==> config.mk <==
export PLATFORM = sky130hd
export DESIGN_NAME = game_state_sequencer
export DESIGN_NICKNAME = d
export VERILOG_FILES = /design/src/rtl/game_state_sequencer.sv
export SDC_FILE = /design/constraint.sdc
export NUM_CORES = 1
export LEC_CHECK = 0
export BUFFER_PORTS_ARGS = -buffer_cell sky130_fd_sc_hd__buf_4
export CAP_MARGIN = 20
export CORE_MARGIN = 3
export CORE_UTILIZATION = 25
export DETAILED_ROUTE_END_ITERATION = 12
export HOLD_SLACK_MARGIN = 0.12
export PLACE_DENSITY = 0.39
export SLEW_MARGIN = 20
export SYNTH_ARGS = -nofsm -noshare
export SYNTH_HDL_FRONTEND = slang
export SYNTH_SLANG_ARGS = --single-unit
==> constraint.sdc <==
create_clock -name clk_vga -period 3.37 [get_ports clk_vga]
set_input_delay 0.1685 -clock clk_vga [delete_from_list [all_inputs] [get_ports clk_vga]]
set_output_delay 0.1685 -clock clk_vga [all_outputs]
set_load 0.005 [all_outputs]
==> src/rtl/game_state_sequencer.sv <==
// Per-frame pong game logic: on each vsync falling edge, move pads and ball, resolve
// bounces, pad hits and scoring, then commit every visible position in a single cycle.
module game_state_sequencer #(
    parameter int SCREEN_WIDTH  = 640,
    parameter int SCREEN_HEIGHT = 480,
    parameter int PAD_HEIGHT    = 64,
    parameter int PAD_WIDTH     = 8,
    parameter int PAD_DISTANCE  = 16,
    parameter int BALL_SIZE     = 8,
    parameter int PAD_SPEED     = 4,
    parameter int BALL_SPEED    = 2
) (
    input  logic       clk_vga,
    input  logic       rst,
    input  logic       vga_vs,
    input  logic       btn_l_up,
    input  logic       btn_l_dn,
    input  logic       btn_r_up,
    input  logic       btn_r_dn,
    input  logic       serve,
    output logic [8:0] pad_left,
    output logic [8:0] pad_right,
    output logic [9:0] ball_x,
    output logic [8:0] ball_y,
    output logic [3:0] score_left,
    output logic [3:0] score_right,
    output logic       busy,
    output logic       frame_done,
    output logic       missed_frame
);
    typedef logic signed [10:0] s11_t;
    typedef enum logic [2:0] {IDLE, PADS, BALL_Y, BALL_X, SCORE, COMMIT} state_t;

    localparam s11_t PAD_MIN = s11_t'(PAD_HEIGHT / 2);
    localparam s11_t PAD_MAX = s11_t'(SCREEN_HEIGHT - PAD_HEIGHT / 2);
    localparam s11_t PSPD    = s11_t'(PAD_SPEED);
    localparam s11_t BSPD    = s11_t'(BALL_SPEED);
    localparam s11_t HB      = s11_t'(BALL_SIZE / 2);
    localparam s11_t LF      = s11_t'(PAD_DISTANCE + PAD_WIDTH);
    localparam s11_t RF      = s11_t'(SCREEN_WIDTH - PAD_DISTANCE - PAD_WIDTH);
    localparam s11_t REACH   = s11_t'(PAD_HEIGHT / 2 + BALL_SIZE / 2);
    localparam s11_t Y_TOP   = s11_t'(BALL_SIZE / 2);
    localparam s11_t Y_BOT   = s11_t'(SCREEN_HEIGHT - BALL_SIZE / 2);
    localparam s11_t X_LEFT  = s11_t'(BALL_SIZE / 2);
    localparam s11_t X_RIGHT = s11_t'(SCREEN_WIDTH - BALL_SIZE / 2);
    localparam s11_t X_MID   = s11_t'(SCREEN_WIDTH / 2);
    localparam s11_t Y_MID   = s11_t'(SCREEN_HEIGHT / 2);

    state_t     state;
    logic       vs_q, tick;
    logic [4:0] sync_a, sync_b;   // {serve, r_dn, r_up, l_dn, l_up}
    s11_t       wl, wr, wx, wy;
    logic       dx, dy, active, point_l, point_r;

    s11_t nl, nr, ny, nx, dl, dr;
    logic hit_l, hit_r;

    function automatic s11_t move_pad(input s11_t y, input logic up, input logic dn);
        s11_t n;
        n = y;
        if (up && !dn) n = y - PSPD;
        else if (dn && !up) n = y + PSPD;
        if (n < PAD_MIN) n = PAD_MIN;
        else if (n > PAD_MAX) n = PAD_MAX;
        return n;
    endfunction

    assign tick = vs_q & ~vga_vs;

    always_comb begin
        nl = move_pad(wl, sync_b[0], sync_b[1]);
        nr = move_pad(wr, sync_b[2], sync_b[3]);
        ny = wy + (dy ? BSPD : -BSPD);
        nx = wx + (dx ? BSPD : -BSPD);
        dl = wy - wl;
        if (dl < 0) dl = -dl;
        dr = wy - wr;
        if (dr < 0) dr = -dr;
        // The old-position test stops a ball that already slipped past a face from re-hitting.
        hit_l = !dx && (nx - HB <= LF) && (wx - HB > LF - BSPD) && (dl < REACH);
        hit_r = dx && (nx + HB >= RF) && (wx + HB < RF + BSPD) && (dr < REACH);
    end

    always_ff @(posedge clk_vga) begin
        if (rst) begin
            state        <= IDLE;
            vs_q         <= 1'b0;
            sync_a       <= '0;
            sync_b       <= '0;
            wl           <= Y_MID;
            wr           <= Y_MID;
            wx           <= X_MID;
            wy           <= Y_MID;
            dx           <= 1'b1;
            dy           <= 1'b1;
            active       <= 1'b0;
            point_l      <= 1'b0;
            point_r      <= 1'b0;
            pad_left     <= Y_MID[8:0];
            pad_right    <= Y_MID[8:0];
            ball_x       <= X_MID[9:0];
            ball_y       <= Y_MID[8:0];
            score_left   <= '0;
            score_right  <= '0;
            busy         <= 1'b0;
            frame_done   <= 1'b0;
            missed_frame <= 1'b0;
        end else begin
            vs_q         <= vga_vs;
            sync_a       <= {serve, btn_r_dn, btn_r_up, btn_l_dn, btn_l_up};
            sync_b       <= sync_a;
            frame_done   <= 1'b0;
            missed_frame <= tick && (state != IDLE);
            case (state)
                IDLE: if (tick) begin
                    wl      <= s11_t'({2'b00, pad_left});
                    wr      <= s11_t'({2'b00, pad_right});
                    wx      <= s11_t'({1'b0, ball_x});
                    wy      <= s11_t'({2'b00, ball_y});
                    point_l <= 1'b0;
                    point_r <= 1'b0;
                    busy    <= 1'b1;
                    state   <= PADS;
                end
                PADS: begin
                    wl <= nl;
                    wr <= nr;
                    if (!active && sync_b[4]) active <= 1'b1;
                    state <= BALL_Y;
                end
                BALL_Y: begin
                    if (active) begin
                        if (ny <= Y_TOP) begin
                            wy <= Y_TOP;
                            dy <= 1'b1;
                        end else if (ny >= Y_BOT) begin
                            wy <= Y_BOT;
                            dy <= 1'b0;
                        end else begin
                            wy <= ny;
                        end
                    end
                    state <= BALL_X;
                end
                BALL_X: begin
                    if (active) begin
                        if (hit_l) begin
                            wx <= LF + HB;
                            dx <= 1'b1;
                        end else if (hit_r) begin
                            wx <= RF - HB;
                            dx <= 1'b0;
                        end else begin
                            wx      <= nx;
                            point_r <= (nx <= X_LEFT);
                            point_l <= (nx >= X_RIGHT);
                        end
                    end
                    state <= SCORE;
                end
                SCORE: begin
                    // The serve after a point heads toward the player who conceded it.
                    if (point_l || point_r) begin
                        wx     <= X_MID;
                        wy     <= Y_MID;
                        active <= 1'b0;
                        dx     <= point_l;
                    end
                    if (point_l && score_left != 4'd9) score_left <= score_left + 4'd1;
                    if (point_r && score_right != 4'd9) score_right <= score_right + 4'd1;
                    state <= COMMIT;
                end
                COMMIT: begin
                    pad_left   <= wl[8:0];
                    pad_right  <= wr[8:0];
                    ball_x     <= wx[9:0];
                    ball_y     <= wy[8:0];
                    frame_done <= 1'b1;
                    busy       <= 1'b0;
                    state      <= IDLE;
                end
                default: state <= IDLE;
            endcase
        end
    end
endmodule
==> run summary, run 1 <==
HP Class - in -> reg
Slew headroom - 0.395
status - complete, but fails checks
antenna cells - 0
crit path max fanout - 6
CTS sink count - 111
clk root buf - clkbuf_16
Synth Area in Adders - 0.0878
FILL cells - 3470
main combinational cell family by area after synthesis - compound AO/OA/AOI/OAI gates
crit path capture type - register
WL final - 28900 um
most frequent cells in the layout - 232 x buf_4, 136 x nand2_1, 105 x dfxtp_1, 79 x nor2_1, 74 x a21oi_1
Ys Warns - 0
worst setup margin - -0.114 ns
Max Root-Sink Buffers - 2
failing checks - negative setup slack
final setup fails - 11
final-stage net count - 1329
# DRC - 0
vias in the first global route - 8307
P per Cell Area - 341 nW/um^2
Core Area - 31900 um^2
Final ANT Viol Nets - 0
row count - 65
initial DRC count - 538
IO Port Bufs - 55
Mapped Area - 8180 um^2
CTS tree - done
number of synthesized flops with an enable pin - 0
RePlAce Congestion - 0.852
VDD IR max - 0.000245 V
Die H - 187 um
DR vias - 8499
starting density of the core - 0.257
max-cap viol count - 0
clock skew - 0.0115 ns
Tightest Pin Transition - 0.908 ns
Multi-input gate area - 5910 um^2
placed cell areas - 10200 um^2
kind of critical path - reg -> reg
io pins - 56
RSZ-0062 raised after global routing - true
1st-pass router iterations - 5
P&R area growth vs syn - 35.4%
syn_area_per_cell - 7.70 um^2
global-route wire length before repair - 46600 um
Post-Route Setup TNS - -0.650 ns
Startpoint Class - register
Synth Area in Compound Gates - 0.269
syn nets - 1126
register area - 2230 um^2
Skew-Pair Late Insertion Delay - 0.37 ns
post-route minimum period - 3.48 ns
gr usage total - 0.165
Pins Over Slew Limit - 0
Final Hold Viols - 0
crit path DAT - 3.71 ns
share of cells above drive strength 1 - 0.271
Vias per Instance - 4.98
Required @ worst endpoint - 3.59 ns
die area - 34900 um^2
post-synthesis sequential area ratio - 0.272
synth unique cells - 85
Die Span X - 187 um
xor-xnor portion of the synthesized cell area - 0.0566
Mapped Cells - 1063
Synth Register Bits - 111
DR WL/cell - 17.0 um
post-layout instance area - 11100 um^2
maximum clock frequency - 287 MHz
asr flop ratio synth - 0
largest net degree at the start of global routing - 79
Tcrit/Tclk final - 1.03
commonest non-fill, non-tap cell in the layout - buf_4
Post-Synth Simple-Gate Area - 0.257
P_leak - 4.52 nW
mux contribution to synthesized area - 0.00856
Num CTS Buffers - 9
Main synth FF type - dfxtp_1
clock slew at reported path FFs - 0.08 ns
H-tree levels - 3
Post-DP HPWL - 21800 um
grt ovf - 0
antenna violations before repair - 1
==> final timing paths <==
path / startpoint / to / slack, ns / cells past startpoint
worst max-delay path: dx$_SDFFE_PP1P_ / wx[1]$_SDFFE_PP0P_ / -0.11 / 15
worst min-delay path: rst / state[2]$_SDFFE_PP0P_ / 0.39 / 2
worst max register to register: dx$_SDFFE_PP1P_ / wx[1]$_SDFFE_PP0P_ / -0.11 / 15
worst min register to register: sync_a[2]$_SDFF_PP0_ / sync_b[2]$_SDFF_PP0_ / 0.44 / 1
==> Yosys cell counts, types with 5 or more instances <==
library cell / count / area [um^2]
buf_2: 5 / 25.0
clkbuf_1: 43 / 161
nand2b_1: 17 / 106
nand3b_1: 23 / 173
nand2_1: 137 / 514
xnor2_1: 33 / 289
nor4_1: 9 / 56.3
o31ai_1: 6 / 45.0
o211ai_1: 18 / 135
nor3_1: 38 / 190
or3_1: 9 / 56.3
o21a_1: 7 / 52.6
dfxtp_1: 111 / 2220
o22ai_1: 5 / 31.3
a21o_1: 15 / 113
a211oi_2: 5 / 62.6
nor2b_1: 26 / 163
nor3b_1: 8 / 60.1
ha_1: 51 / 638
a21oi_1: 81 / 405
o211a_1: 5 / 50.1
a221oi_1: 8 / 70.1
and2_1: 10 / 62.6
a31oi_1: 8 / 50.1
nand4_1: 13 / 81.3
o21ai_1: 8 / 40.0
buf_1: 6 / 22.5
o21ai_0: 55 / 275
a211oi_1: 14 / 105
mux2i_1: 7 / 70.1
nor2_1: 81 / 304
xor2_1: 18 / 158
a211o_1: 9 / 78.8
inv_1: 48 / 180
a311oi_1: 9 / 78.8
nand3_1: 20 / 100
==> per-layer routing <==
metal / GRT usage / vias up / share of wire
li1: - / 4257 / -
met1: 0.235 / 4034 / 0.50
met2: 0.259 / 174 / 0.44
met3: 0.0262 / 34 / 0.040
met4: 0.0422 / 0 / 0.020
met5: 0 / - / 0
==> sequential cells by signal (all words and copies together), names as in the netlist <==
| name | flops |
|---|---|
| active | 1 |
| state | 3 |
| score_left | 4 |
| wy | 11 |
| score_right | 4 |
| wx | 11 |
| sync_b | 5 |
| frame_done | 1 |
| wl | 11 |
| pad_right | 9 |
| busy | 1 |
| dy | 1 |
| ball_x | 10 |
| ball_y | 9 |
| dx | 1 |
| point_r | 1 |
| vs_q | 1 |
| wr | 11 |
| pad_left | 9 |
| point_l | 1 |
| sync_a | 5 |
| missed_frame | 1 |
==> critical path, cell delays in order (launching register included) <==
cell       delay, ns
dfxtp_4         0.38
inv_8           0.05
buf_6           0.12
ha_4            0.21
a211o_1         0.31
buf_6           0.15
and3_4          0.19
nor3_4          0.21
o21ai_1         0.08
o221a_1         0.27
or4_4           0.44
a2111oi_4       0.28
buf_4           0.21
a211oi_4        0.10
a221oi_2        0.29
a211oi_2        0.05
==> report_power, final <==
group / internal, mW / total [mW] / switching (mW)
clock: 0.587 / 1.14 / 0.549
combinational: 0.599 / 1.26 / 0.660
sequential: 1.34 / 1.38 / 0.0339
total: 2.53 / 3.77 / 1.24
==> cell type report <==
class | count | share of cell area
flip-flops and latches | 111 | 0.202
inverters | 49 | 0.0173
repair buffers | 247 | 0.172
multi-input cells | 848 | 0.533
clock inverters | 5 | 0.00576
well taps | 435 | 0.0491
clock buffers | 11 | 0.0210
==> what timing repair did <==
item,CTS,global route
setup endpoints to repair,15,20
hold buffers,6,0
hold endpoints to repair,6,0
pin swaps,26,14
buffers inserted,15,2
cloned,1,0
gates resized for setup,50,27
==> cell families after synthesis <==
family,Yosys count
and+or+nand+nor,420
AOI/OAI and AO/OA,313
DFF,111
buffers and inverters,105
adders and majority gates,55
xor gates and xnor gates,52
muxes,7
==> through the flow <==
step | instances | util | hold slack, ns | setup slack [ns] | power, mW
floorplan | 1063 | - | 0.297 | 0.0170 | 2.10
global placement | 1667 | 0.321 | 0.382 | -0.200 | 2.56
detailed placement | 1667 | 0.321 | 0.385 | -0.247 | 2.55
CTS | 1704 | 0.343 | 0.386 | -0.0808 | 3.79
global route | 1706 | 0.347 | 0.440 | -0.230 | 3.99
finish | 1706 | 0.347 | 0.392 | -0.114 | 3.77
(Power assumes the default switching activity.)
==> inputs of run 2 (changes only) <==
ABC_AREA = 1   (was default)
==> run summary, run 2 <==
hold path startpoint - rst
M1 GR Usage - 0.236 (+0.00152)
row count - 66 (+1.5%)
Final Hold Viols - 0 (unchanged)
die area - 35800 um^2 (+2.4%)
Synth Register Bits - 111 (unchanged)
syn nets - 1435 (+27%)
Tightest Pin Transition - 0.781 ns (-0.127 ns)
Post-DP HPWL - 22400 um (+2.8%)
clock slew at reported path FFs - 0.08 ns (about the same)
Max Root-Sink Buffers - 2 (unchanged)
P&R area growth vs syn - 17.8%
placed cell count - 1870 (+12%)
Pins Over Slew Limit - 0 (unchanged)
H-tree levels - 3 (unchanged)
grt ovf - 0 (unchanged)
P per Cell Area - 821 nW/um^2 (+140%)
Hold Crit Endpoint - sync_a[0]$_SDFF_PP0_
Main synth FF type - dfxtp_1
crit path launch - dx$_SDFFE_PP1P_
max-cap viol count - 0 (unchanged)
Skew-Pair Late Insertion Delay - 0.37 ns (about the same)
CTS sink count - 111 (unchanged)
Die H - 189 um (+1.2%)
share of cells above drive strength 1 - 0.0939 (-0.177)
commonest non-fill, non-tap cell in the layout - nand2_1
IO Port Bufs - 55 (unchanged)
top post-synthesis cells by count - 417 x nand2_1, 177 x inv_1, 122 x nand3_1
Startpoint Class - register
Tcrit/Tclk final - 0.896 (-0.138)
VDD IR max - 0.000328 V (+34%)
r2r setup slk - 0.35 ns (+0.46 ns)
initial DRC count - 524 (-2.6%)
clk root buf - clkbuf_16
Num CTS Buffers - 9 (unchanged)
WL final - 28800 um (-0.68%)
syn_area_per_cell - 6.11 um^2 (-21%)
Vias per Instance - 4.62 (-7.3%)
Area contributors post-synth - dfxtp_1 27%, nand2_1 19%, inv_1 7.9%
r2r endpoint - wx[6]$_SDFFE_PP1P_
Slew headroom - 0.479 (+0.0842)
asr flop ratio synth - 0 (unchanged)
crit path capture type - register
Final ANT Viol Nets - 0 (unchanged)
clock skew - 0.0102 ns (-0.00134 ns)
Ys Warns - 0 (unchanged)
synth unique cells - 46 (-46%)
Cell Count, Final, Fillers Out - 1891 (+11%)
WHS Path Cells - 2 (unchanged)
Reg2Reg Depth - 19 (+4)
starting density of the core - 0.256 (-0.000966)
crit path max fanout - 10 (+4)
most frequent cell after synthesis - nand2_1
post-route minimum period - 3.02 ns (-0.464 ns)
maximum clock frequency - 331 MHz (+15%)
cell taking the most area after synthesis - dfxtp_1
gr usage total - 0.162 (-0.00230)
Required @ worst endpoint - 3.63 ns (+0.04 ns)
status - completed
# DRC - 0 (unchanged)
number of synthesized flops with an enable pin - 0 (unchanged)
P_leak - 4.95 nW (+9.5%)
RePlAce Congestion - 0.846 (-0.69%)
final setup fails - 0 (-11)
Synth top area share - 0.265 (-0.00649)
largest net degree at the start of global routing - 47 (-41%)
HP Class - in -> reg
post-CTS setup repair buffer count - 0 (-15)
antenna violations before repair - 0 (-1)
antenna cells - 0 (unchanged)
Die Span X - 189 um (+1.2%)
final-stage net count - 1508 (+13%)
global-route wire length before repair - 46500 um (-0.24%)
crit path DAT - 3.28 ns (-0.43 ns)
Mapped Cells - 1372 (+29%)
DR WL/cell - 15.2 um (-10%)
Post-Route Setup TNS - 0 ns (+0.650 ns)
RSZ-0062 raised after global routing - false
1st-pass router iterations - 5 (unchanged)
reg2reg start - dx$_SDFFE_PP1P_
Mapped Area - 8380 um^2 (+2.4%)
most frequent cells in the layout - 416 x nand2_1, 175 x inv_1, 122 x nand3_1, 115 x nor2_1, 110 x dfxtp_1
Core Area - 32800 um^2 (+2.8%)
vias in the first global route - 8503 (+2.4%)
gr busiest metal - met2
io pins - 56 (unchanged)
post-synthesis sequential area ratio - 0.265 (-0.00649)
M3 GR Usage - 0.0161 (-0.0101)
CTS tree - done
met2 usage - 0.260 (+0.00112)
DR vias - 8736 (+2.8%)
kind of critical path - reg -> reg
-- run 2: metrics by stage --
stage	util	setup slack [ns]	cell area (um^2)	hold slack [ns]	total power [mW]
3_3_place_gp	0.289	0.205	9480	0.370	6.94
6_report	0.301	0.350	9870	0.254	8.11
5_1_grt	0.301	0.0130	9870	0.265	9.04
4_1_cts	0.300	0.175	9850	0.245	8.11
2_1_floorplan	-	0.736	8380	0.275	5.48
3_5_place_dp	0.289	0.192	9480	0.376	6.88
-- run 2: final cells by class --
class | instances | area (um^2)
Clock inverter | 5 | 83.8
Tap cell | 442 | 553
Timing Repair Buffer | 90 | 703
Inverter | 184 | 691
Clock buffer | 10 | 229
Sequential cell | 111 | 2220
Fill cell | 3695 | 22900
Multi-Input combinational cell | 1049 | 5390
-- run 2: repair_timing --
item | in CTS | in global routing
resized for setup | 0 | 9
setup endpoints to repair | 0 | 14
endpoints found under the hold margin | 6 | 0
hold buffers | 6 | 0
-- run 2: logic make-up (layout without fill, tap and decap cells) --
kind of cell	after synthesis	in the layout	share of synthesized area
AO/OA/AOI/OAI	228	228	0.149
XOR/XNOR	30	30	0.0313
adder cells (fa/ha/maj)	55	55	0.0857
buffers and inverters	212	289	0.0951
flip-flops	111	111	0.265
AND/OR/NAND/NOR	736	736	0.374
-- run 2: worst max-delay path, stage by stage (launching register included) --
cell,delay (ns)
dfxtp_1,0.41
inv_2,0.14
ha_1,0.39
a21oi_1,0.35
nand3_1,0.16
nand2_1,0.08
nand2_1,0.14
nor2_1,0.17
buf_4,0.14
nand2_1,0.05
nand2_1,0.07
nand3_1,0.12
a21oi_4,0.20
inv_1,0.06
nor2_1,0.13
nor2_1,0.08
nand2_1,0.10
nand2_1,0.05
nand2_1,0.05
nand2_1,0.04
-- run 2: worst max path at each step --
stage,slack [ns],to,cells past startpoint
floorplan,0.74,wx[6]$_SDFFE_PP1P_,22
global placement,0.21,point_l$_SDFFE_PP0P_,18
finish,0.35,wx[6]$_SDFFE_PP1P_,19
global route,0.01,wx[6]$_SDFFE_PP1P_,22
CTS,0.17,wx[6]$_SDFFE_PP1P_,22
detailed placement,0.19,wx[6]$_SDFFE_PP1P_,22
-- run 2: power breakdown --
part / internal (mW) / switching (mW) / total [mW]
clock: 0.651 / 0.528 / 1.18
combinational: 1.73 / 3.48 / 5.21
sequential: 1.47 / 0.242 / 1.72
total: 3.86 / 4.25 / 8.11
-- run 2: per-layer routing --
layer,vias up,part of all wire,routed length [um]
li1,4628,-,-
met1,3982,0.52,15100
met2,110,0.44,12700
met3,16,0.023,657
met4,0,0.012,333
met5,-,0,0
==> inputs of run 3 (changes only) <==
PLACE_DENSITY = 0.38   (was 0.39)
clock period = 2.8 ns   (was 3.37 ns; I/O delays follow)
==> run summary, run 3 (synthesis gave the netlist of run 2 again) <==
status - completed
WL final - 30100 um (+4.7%)
commonest non-fill, non-tap cell in the layout - nand2_1
# DRC - 0 (unchanged)
share of cells above drive strength 1 - 0.207 (+0.113)
hold_ws - 0.403 ns (+0.148 ns)
Core Area - 32800 um^2 (unchanged)
Max Root-Sink Buffers - 2 (unchanged)
Skew-Pair Late Insertion Delay - 0.37 ns (about the same)
final-stage net count - 1616 (+7.2%)
starting density of the core - 0.256 (unchanged)
io pins - 56 (unchanged)
clock skew - 0.0148 ns (+0.00461 ns)
grt ovf - 0 (unchanged)
clock slew at reported path FFs - 0.08 ns (about the same)
post-layout instance area - 11100 um^2 (+12%)
Core Util, Final - 0.338 (+0.0370)
Startpoint Class - register
crit path DAT - 3.00 ns (-0.28 ns)
antenna cells - 0 (unchanged)
clock power share - 0.121 (-0.024)
row count - 66 (unchanged)
post-route minimum period - 2.76 ns (-0.263 ns)
Required @ worst endpoint - 3.04 ns (-0.59 ns)
die area - 35800 um^2 (unchanged)
Die H - 189 um (unchanged)
RePlAce Congestion - 0.852 (+0.69%)
CTS sink count - 111 (unchanged)
Cell Count, Final, Fillers Out - 2000 (+5.8%)
placed cell count - 1968 (+5.2%)
Sw Ratio - 0.500 (-0.0241)
max-cap viol count - 0 (unchanged)
maximum clock frequency - 363 MHz (+9.5%)
pre-CTS WS - -0.134 ns (-0.326 ns)
Pins Over Slew Limit - 0 (unchanged)
clk root buf - clkbuf_16
Final Hold Viols - 0 (unchanged)
IO Port Bufs - 55 (unchanged)
VDD IR max - 0.000378 V (+15%)
Int Power - 5.60 mW (+45%)
Num CTS Buffers - 9 (unchanged)
FILL cells - 3626 (-1.9%)
Slew headroom - 0.509 (+0.0305)
crit path max fanout - 7 (-3)
crit path capture type - register
final setup fails - 0 (unchanged)
most frequent cells in the layout - 394 x nand2_1, 187 x buf_4, 167 x inv_1, 111 x nand3_1, 104 x dfxtp_1
HP Class - reg -> reg
Seq pwr share - 0.178 (-0.034)
Vias per Instance - 4.58 (-0.87%)
Tcrit/Tclk final - 0.985 (+0.0885)
initial DRC count - 455 (-13%)
Tightest Pin Transition - 0.730 ns (-0.0506 ns)
antenna violations before repair - 0 (unchanged)
Final ANT Viol Nets - 0 (unchanged)
CTS tree - done
vias in the first global route - 8856 (+4.2%)
Die Span X - 189 um (unchanged)
1st-pass router iterations - 5 (unchanged)
DR vias - 9159 (+4.8%)
worst setup margin - 0.0432 ns (-0.307 ns)
kind of critical path - reg -> reg
gr usage total - 0.169 (+0.00631)
RSZ-0062 raised after global routing - true
placed cell areas - 10200 um^2 (+7.9%)
Post-DP HPWL - 23400 um (+4.4%)
global-route wire length before repair - 48100 um (+3.5%)
P&R area growth vs syn - 32.3%
Comb power frac - 0.702 (+0.059)
largest net degree at the start of global routing - 65 (+38%)
H-tree levels - 3 (unchanged)
DR WL/cell - 15.0 um (-1.0%)
P per Cell Area - 1010 nW/um^2 (+23%)
P_leak - 5.51 nW (+11%)
Sw Pwr - 5.60 mW (+32%)
run 3: final timing paths:
check	startpoint	to	slack [ns]	cells past startpoint
worst max-delay path	dx$_SDFFE_PP1P_	dx$_SDFFE_PP1P_	0.04	20
worst min register to register	sync_a[1]$_SDFF_PP0_	sync_b[1]$_SDFF_PP0_	0.40	2
worst max register to register	dx$_SDFFE_PP1P_	dx$_SDFFE_PP1P_	0.04	20
worst min-delay path	sync_a[1]$_SDFF_PP0_	sync_b[1]$_SDFF_PP0_	0.40	2
run 3: layer usage:
layer / GRT usage / share of wire
met1: 0.236 / 0.50
met2: 0.277 / 0.46
met3: 0.0202 / 0.032
met4: 0.0387 / 0.012
met5: 0 / 0
run 3: repair_timing:
action                                  4_1_cts  5_1_grt
hold buffers                                  7        0
endpoints found under the hold margin         8        0
gates cloned                                  1        0
resized for setup                            13      101
buffers inserted                              0        7
pin swaps                                     2       32
endpoints found under the setup margin       14       28
run 3: layout make-up:
type | count | area (um^2) | share of cell area
Multi-Input combinational cell | 1050 | 5750 | 0.519
Sequential cell | 111 | 2230 | 0.201
Timing Repair Buffer | 197 | 1540 | 0.139
Inverter | 184 | 711 | 0.0641
Tap cell | 442 | 553 | 0.0499
Clock buffer | 9 | 225 | 0.0203
Clock inverter | 7 | 70.1 | 0.00632
run 3: power groups by stage:
stage | clock network, mW | registers, mW | logic, mW
global placement | 0 | 2.01 | 7.31
finish | 1.35 | 1.99 | 7.86
CTS | 1.39 | 1.98 | 7.34
global route | 1.46 | 2.02 | 8.96
detailed placement | 0 | 2.01 | 7.24
floorplan | 0 | 1.98 | 4.61
run 3: critical path: stages, from the launching register on:
cell      delay [ns]
dfxtp_4         0.39
clkinv_8        0.08
fa_2            0.43
inv_2           0.07
nand2_2         0.05
nand2_4         0.12
inv_6           0.06
ha_4            0.25
inv_2           0.03
nand2_1         0.04
inv_1           0.04
nand3_2         0.05
nand3_2         0.07
nor2_2          0.12
nand3_2         0.10
a21oi_4         0.23
nand3_4         0.17
nand3_4         0.13
nand2_2         0.05
nand2_1         0.08
nand3_1         0.07
run 3: stage by stage:
step	TNS (ns)	power, mW
after floorplan	0	6.59
after global placement	-1.41	9.32
after detailed placement	-1.16	9.24
after CTS	0	10.7
after global routing	-1.57	12.4
final	0	11.2
